--- src/rtl/regfile_sb_if.sv ---
// Bundle of read, write, issue and debug signals between the pipeline and regfile_sb.
// The master modport is the pipeline side; the slave modport is the register file.
interface regfile_sb_if #(
  parameter int DW  = 32,
  parameter int AW  = 5,
  parameter int NRD = 2
);
  logic [NRD*AW-1:0] rd_addr;
  logic [NRD*DW-1:0] rd_data;
  logic [NRD-1:0]    rd_busy;
  logic              wa_en;
  logic [AW-1:0]     wa_addr;
  logic [DW-1:0]     wa_data;
  logic              wb_en;
  logic [AW-1:0]     wb_addr;
  logic [DW-1:0]     wb_data;
  logic              iss_en;
  logic [AW-1:0]     iss_addr;
  logic [AW-1:0]     dbg_addr;
  logic [DW-1:0]     dbg_data;
  logic [AW:0]       busy_cnt;

  modport master (
    output rd_addr, wa_en, wa_addr, wa_data, wb_en, wb_addr, wb_data,
           iss_en, iss_addr, dbg_addr,
    input  rd_data, rd_busy, dbg_data, busy_cnt
  );

  modport slave (
    input  rd_addr, wa_en, wa_addr, wa_data, wb_en, wb_addr, wb_data,
           iss_en, iss_addr, dbg_addr,
    output rd_data, rd_busy, dbg_data, busy_cnt
  );
endinterface

--- src/rtl/regfile_sb.sv ---
// ID-stage register file: NRD combinational read ports with optional write bypass,
// two write ports (A has priority), a pending-write scoreboard and a registered debug port.
module regfile_sb #(
  parameter int DW     = 32,
  parameter int AW     = 5,
  parameter int NRD    = 2,
  parameter int BYPASS = 1
) (
  input logic         clk,
  input logic         rst,
  regfile_sb_if.slave bus
);
  localparam int DEPTH = 2**AW;

  logic [DW-1:0]     mem [DEPTH];
  logic [DEPTH-1:0]  busy;
  logic [DEPTH-1:0]  busy_next;
  logic [AW:0]       cnt_next;
  logic [AW:0]       cnt_q;
  logic [DW-1:0]     dbg_q;
  logic [NRD*DW-1:0] rd_data_c;
  logic [NRD-1:0]    rd_busy_c;
  logic              wa_ok;
  logic              wb_hit;
  logic              wb_ok;
  logic              iss_ok;
  logic [AW-1:0]     ra;
  logic [DW-1:0]     rv;
  logic              rb;
  logic              wr_hit;

  // A dropped port-B write (same address as A) still counts as a write for the scoreboard.
  assign wa_ok  = bus.wa_en && (bus.wa_addr != '0);
  assign wb_hit = bus.wb_en && (bus.wb_addr != '0);
  assign wb_ok  = wb_hit && !(wa_ok && (bus.wa_addr == bus.wb_addr));
  assign iss_ok = bus.iss_en && (bus.iss_addr != '0);

  always_comb begin
    busy_next = busy;
    if (wa_ok)  busy_next[bus.wa_addr]  = 1'b0;
    if (wb_hit) busy_next[bus.wb_addr]  = 1'b0;
    if (iss_ok) busy_next[bus.iss_addr] = 1'b1;
    cnt_next = '0;
    for (int i = 0; i < DEPTH; i++) begin
      cnt_next = cnt_next + (AW+1)'(busy_next[i]);
    end
  end

  always_ff @(posedge clk or posedge rst) begin
    if (rst) begin
      for (int i = 0; i < DEPTH; i++) begin
        mem[i] <= '0;
      end
    end else begin
      if (wa_ok) mem[bus.wa_addr] <= bus.wa_data;
      if (wb_ok) mem[bus.wb_addr] <= bus.wb_data;
    end
  end

  // Debug port samples the stored array only, so a same-edge write shows up a cycle later.
  always_ff @(posedge clk or posedge rst) begin
    if (rst) begin
      busy  <= '0;
      cnt_q <= '0;
      dbg_q <= '0;
    end else begin
      busy  <= busy_next;
      cnt_q <= cnt_next;
      dbg_q <= (bus.dbg_addr == '0) ? '0 : mem[bus.dbg_addr];
    end
  end

  always_comb begin
    rd_data_c = '0;
    rd_busy_c = '0;
    ra        = '0;
    rv        = '0;
    rb        = 1'b0;
    wr_hit    = 1'b0;
    for (int k = 0; k < NRD; k++) begin
      ra     = bus.rd_addr[k*AW +: AW];
      wr_hit = (bus.wa_en && (bus.wa_addr == ra)) || (bus.wb_en && (bus.wb_addr == ra));
      rv     = mem[ra];
      rb     = busy[ra];
      if (BYPASS != 0) begin
        if (bus.wa_en && (bus.wa_addr == ra))      rv = bus.wa_data;
        else if (bus.wb_en && (bus.wb_addr == ra)) rv = bus.wb_data;
        rb = rb & ~wr_hit;
      end
      if (ra == '0) begin
        rv = '0;
        rb = 1'b0;
      end
      rd_data_c[k*DW +: DW] = rv;
      rd_busy_c[k]          = rb;
    end
  end

  assign bus.rd_data  = rd_data_c;
  assign bus.rd_busy  = rd_busy_c;
  assign bus.dbg_data = dbg_q;
  assign bus.busy_cnt = cnt_q;
endmodule

--- src/flat_wrapper.sv ---
// flat-port wrapper written by rule: the top's interface ports become plain ports
module regfile_sb_flat 
#(
  parameter int DW     = 32,
  parameter int AW     = 5,
  parameter int NRD    = 2,
  parameter int BYPASS = 1
)
  (clk, rst, bus_rd_addr, bus_wa_en, bus_wa_addr, bus_wa_data, bus_wb_en, bus_wb_addr, bus_wb_data, bus_iss_en, bus_iss_addr, bus_dbg_addr, bus_rd_data, bus_rd_busy, bus_dbg_data, bus_busy_cnt);
  regfile_sb_if #(.DW(DW), .AW(AW), .NRD(NRD)) bus_i ();
  input logic clk;
  input logic rst;
  input wire logic [$bits(bus_i.rd_addr)-1:0] bus_rd_addr;
  input wire logic [$bits(bus_i.wa_en)-1:0] bus_wa_en;
  input wire logic [$bits(bus_i.wa_addr)-1:0] bus_wa_addr;
  input wire logic [$bits(bus_i.wa_data)-1:0] bus_wa_data;
  input wire logic [$bits(bus_i.wb_en)-1:0] bus_wb_en;
  input wire logic [$bits(bus_i.wb_addr)-1:0] bus_wb_addr;
  input wire logic [$bits(bus_i.wb_data)-1:0] bus_wb_data;
  input wire logic [$bits(bus_i.iss_en)-1:0] bus_iss_en;
  input wire logic [$bits(bus_i.iss_addr)-1:0] bus_iss_addr;
  input wire logic [$bits(bus_i.dbg_addr)-1:0] bus_dbg_addr;
  output wire logic [$bits(bus_i.rd_data)-1:0] bus_rd_data;
  output wire logic [$bits(bus_i.rd_busy)-1:0] bus_rd_busy;
  output wire logic [$bits(bus_i.dbg_data)-1:0] bus_dbg_data;
  output wire logic [$bits(bus_i.busy_cnt)-1:0] bus_busy_cnt;
  assign bus_i.rd_addr = bus_rd_addr;
  assign bus_i.wa_en = bus_wa_en;
  assign bus_i.wa_addr = bus_wa_addr;
  assign bus_i.wa_data = bus_wa_data;
  assign bus_i.wb_en = bus_wb_en;
  assign bus_i.wb_addr = bus_wb_addr;
  assign bus_i.wb_data = bus_wb_data;
  assign bus_i.iss_en = bus_iss_en;
  assign bus_i.iss_addr = bus_iss_addr;
  assign bus_i.dbg_addr = bus_dbg_addr;
  assign bus_rd_data = bus_i.rd_data;
  assign bus_rd_busy = bus_i.rd_busy;
  assign bus_dbg_data = bus_i.dbg_data;
  assign bus_busy_cnt = bus_i.busy_cnt;
  regfile_sb #(.DW(DW), .AW(AW), .NRD(NRD), .BYPASS(BYPASS)) u_core (.clk(clk), .rst(rst), .bus(bus_i));
endmodule
--- config.mk ---
export PLATFORM = sky130hd
export DESIGN_NAME = regfile_sb_flat
export DESIGN_NICKNAME = d
export VERILOG_FILES = /design/src/rtl/regfile_sb_if.sv /design/src/rtl/regfile_sb.sv /design/src/flat_wrapper.sv
export SDC_FILE = /design/constraint.sdc
export NUM_CORES = 2
export LEC_CHECK = 0
export CORE_MARGIN = 1
export CORE_UTILIZATION = 45
export CTS_CLUSTER_DIAMETER = 40
export DETAILED_ROUTE_END_ITERATION = 7
export HOLD_SLACK_MARGIN = 0.12
export PLACE_DENSITY_LB_ADDON = 0.08
export SYNTH_ARGS = -nofsm -noshare
export SYNTH_HDL_FRONTEND = slang
export SYNTH_SLANG_ARGS = --single-unit
export TNS_END_PERCENT = 30
--- constraint.sdc ---
create_clock -name clk -period 38.4 [get_ports clk]
set_clock_uncertainty 0.2 [all_clocks]
set_input_delay 5.76 -clock clk [delete_from_list [all_inputs] [get_ports clk]]
set_output_delay 5.76 -clock clk [all_outputs]
set_load 0.03 [all_outputs]
==> metrics.log <==
[metrics] Port Buffers: 202
[metrics] gate count after technology mapping: 7034
[metrics] antenna viol nets, final: 0
[metrics] register bit total from synthesis: 1094
[metrics] tightest hold margin: 0.2157 ns
[metrics] Final Hold Vio Count: 0
[metrics] post-cts hold buffer count: 0
[metrics] most numerous cell in the Yosys netlist: sky130_fd_sc_hd__mux2i_1
[metrics] antenna violations before repair: 7
[metrics] portion of the clock cycle consumed by the worst path in the final layout: 0.4409
[metrics] Starting DRT DRC Count: 8845
[metrics] grt ovf: 0
[metrics] leakage dissipation: 37.65 nW
[metrics] die outline width: 415.9 um
[metrics] Peak Freq: 59.06 MHz
[metrics] final routed DRC violation total: 0
[metrics] nature of the critical path startpoint: input port
[metrics] number of distinct library cell variants in the gate-level netlist after synthesis: 61
[metrics] max-slew violation total from the final report: 2
[metrics] mean number of vias per cell: 6.942
[metrics] run status: finished with violations
[metrics] number of buffers created by CTS: 214
[metrics] average wire per cell in the routed design: 37.13 um
[metrics] setup repair after global routing missed its margin: no
[metrics] actual transition at the worst max-transition pin: 1.518 ns
[metrics] total number of clock tree sinks: 1094
[metrics] setup TNS after final layout: 0 ns
[metrics] setup fix buffers added after clock tree synthesis: 0
[metrics] Layout area overhead: 14.25%
[metrics] vias in the first global route: 61037
[metrics] violated checks: max-capacitance violations, max-slew violations
[metrics] remaining max-slew budget at the tightest pin: -0.02124
[metrics] top post-synthesis cells by area: sky130_fd_sc_hd__dfrtp_1, sky130_fd_sc_hd__mux4_2, sky130_fd_sc_hd__mux2i_1
[metrics] placeable core region: 0.1697 mm2
[metrics] proportion of synthesized chip area in sequential cells: 0.3551
[metrics] CTS H-Tree Depth: 4
[metrics] net count after synthesis: 7165
[metrics] share of synthesized registers carrying an async set or reset: 1.000
[metrics] die height: 415.9 um
[metrics] Max rail drop VDD: 0.08177 mV
[metrics] shortest period the worst path allows: 16.93 ns
[metrics] total power: 5.504 mW
[metrics] largest net degree at the start of global routing: 148
[metrics] wire length of the first global-routing pass: 479900 um
[metrics] CTS resizes: 0
[metrics] clk slew on worst S/H paths: 0.05 ns
[metrics] max-cap viol count: 1
[metrics] Crit Path Max Fanout: 120
[metrics] largest area contributor in the synthesized netlist: sky130_fd_sc_hd__dfrtp_1
[metrics] final std cell area, no fill: 0.08809 mm2
[metrics] crit path kind: input port to output port
[metrics] starting density of the core: 0.4544
[metrics] aggregate global-route resource usage: 0.3907
[metrics] Critical Path Sink Type: output port
[metrics] TritonCTS clock tree: built
[metrics] clock tree root driver cell: sky130_fd_sc_hd__clkbuf_16
[metrics] clock latency on the worst-skew pair: 0.86 ns
[metrics] share of layout cells above drive strength 1: 0.2420
[metrics] clock buffer depth: 3
[metrics] total I/O pin count: 203
[metrics] Critical Path AT: 10.97 ns
[metrics] Final setup viols: 0
[metrics] overall via count from detail_route: 63780
[metrics] placer's final routability congestion estimate: 0.8902
[metrics] area of the die: 0.1730 mm2
[metrics] top cells by count, synth: sky130_fd_sc_hd__mux2i_1, sky130_fd_sc_hd__dfrtp_1, sky130_fd_sc_hd__nor2_1, sky130_fd_sc_hd__a21oi_1, sky130_fd_sc_hd__mux4_2
[metrics] placed wire-length estimate: 188600 um
[metrics] post-synth top area share: 0.3551
[metrics] Warnings, synthesis: 0
[metrics] floorplan row count: 151
[metrics] most used flip-flop cell after synthesis: sky130_fd_sc_hd__dfrtp_1
[metrics] nets@finish: 6910
[metrics] Critical Path RT: 32.44 ns
[metrics] average size of a mapped cell: 10.96 um2
[metrics] power per cell area: 62.49 mW/mm2
[metrics] synthesized area: 0.07710 mm2
[metrics] Post-synth EDFFs: 0
[metrics] Post-DP Area: 0.08027 mm2
[metrics] Detailed Route WL: 341100 um
[metrics] HP Class: register to register
[metrics] detailed-router iteration count before antenna repair: 7
[logic make-up (layout without fill, tap and decap cells)]
group | count (synthesis) | count (layout) | share of synthesized area
AOI/OAI and AO/OA | 1435 | 1435 | 0.1173
xor gates and xnor gates | 28 | 28 | 0.003181
adders and majority gates | 32 | 32 | 0.007530
buffers and inverters | 983 | 917 | 0.05640
DFF | 1094 | 1094 | 0.3551
muxes | 2006 | 2006 | 0.3815
other | 0 | 1 | 0
and+or+nand+nor | 1456 | 1456 | 0.07900
[sequential cells by signal, summed over array words and instances, names as in the netlist]
register and count:
u_core.bus.busy_cnt 6, u_core.bus.dbg_data 32, u_core.busy 32, u_core.mem 1024
[cell usage in the layout, fill, tap and decap left out, drive strengths merged, types with 5 or more instances in the layout]
master            n
and2             21
buf             250
clkinvlp         32
nor3              5
nand2           203
a31oi            34
nand2b            6
nor3b             6
a21oi           968
clkdlybuf4s50   187
clkinv           47
o211ai           32
a221oi          120
inv             111
a32o             11
and3             65
a221o            60
dfrtp          1094
mux2            182
bufinv           30
clkbuf          260
a32oi             8
nand4             5
nor2b            14
mux2i          1096
a22o             10
o221ai           64
ha                8
o21ai            38
nand3            26
o21a              6
xnor2            19
fa               24
mux4            728
xor2              9
nor4             63
nor2           1026
a22oi            66
[final cells by class]
type / instances / area (um2)
Antenna cell: 1 / 2.502
Clock buffer: 260 / 5849
Multi-Input combinational cell: 4957 / 45960
Clock inverter: 145 / 1968
Timing Repair Buffer: 437 / 3867
Fill cell: 14985 / 81570
Tap cell: 2218 / 2775
Inverter: 75 / 291.5
Sequential cell: 1094 / 27380
[layer usage]
layer | vias up | part of all wire | GRT usage
met5 | - | 0.000064 | 0
met4 | 4 | 0.070 | 0.2390
met3 | 1096 | 0.11 | 0.09840
met2 | 4303 | 0.45 | 0.5868
met1 | 32439 | 0.38 | 0.5081
li1 | 25938 | - | -
[path summary, 6_finish.rpt]
path	to	from	depth (start not counted)	slack, ns
hold reg to reg	u_core.mem[1014]	u_core.mem[1014]	0	0.22
min in group asynchronous	u_core.mem[26]	rst	2	5.21
setup / recovery	bus_rd_data[31]	bus_rd_addr[1]	10	21.47
setup reg to reg	u_core.bus.busy_cnt[4]	u_core.busy[24]	15	32.78
max in group asynchronous	u_core.mem[689]	rst	6	28.88
hold / removal	u_core.mem[1014]	u_core.mem[1014]	0	0.22
[critical path: stages]
cell and delay, ns:
sky130_fd_sc_hd__buf_8 0.38, sky130_fd_sc_hd__buf_12 0.72, sky130_fd_sc_hd__buf_4 0.71, sky130_fd_sc_hd__xnor2_1 0.13
sky130_fd_sc_hd__nand4_1 0.23, sky130_fd_sc_hd__o21ai_4 0.08, sky130_fd_sc_hd__buf_4 0.41, sky130_fd_sc_hd__nor4_1 1.35
sky130_fd_sc_hd__a221o_1 0.32, sky130_fd_sc_hd__clkdlybuf4s50_1 0.70
[metrics by stage]
stage               utilization  instances  setup WS (ns)
global placement         0.4731       8781          21.83
floorplan                     -       7034          1.639
finish                   0.5192       9187          21.47
detailed placement       0.4731       8781          21.83
CTS                      0.5192       9186          21.83
global route             0.5192       9186          21.50
[power by group]
part	total [mW]	internal (mW)	switching (mW)	leakage, nW
registers	1.80	1.48	0.324	13.1
logic	1.67	0.884	0.783	20.8
clock network	2.04	1.30	0.735	3.73
No activity file was read; power rests on OpenSTA's default activity.
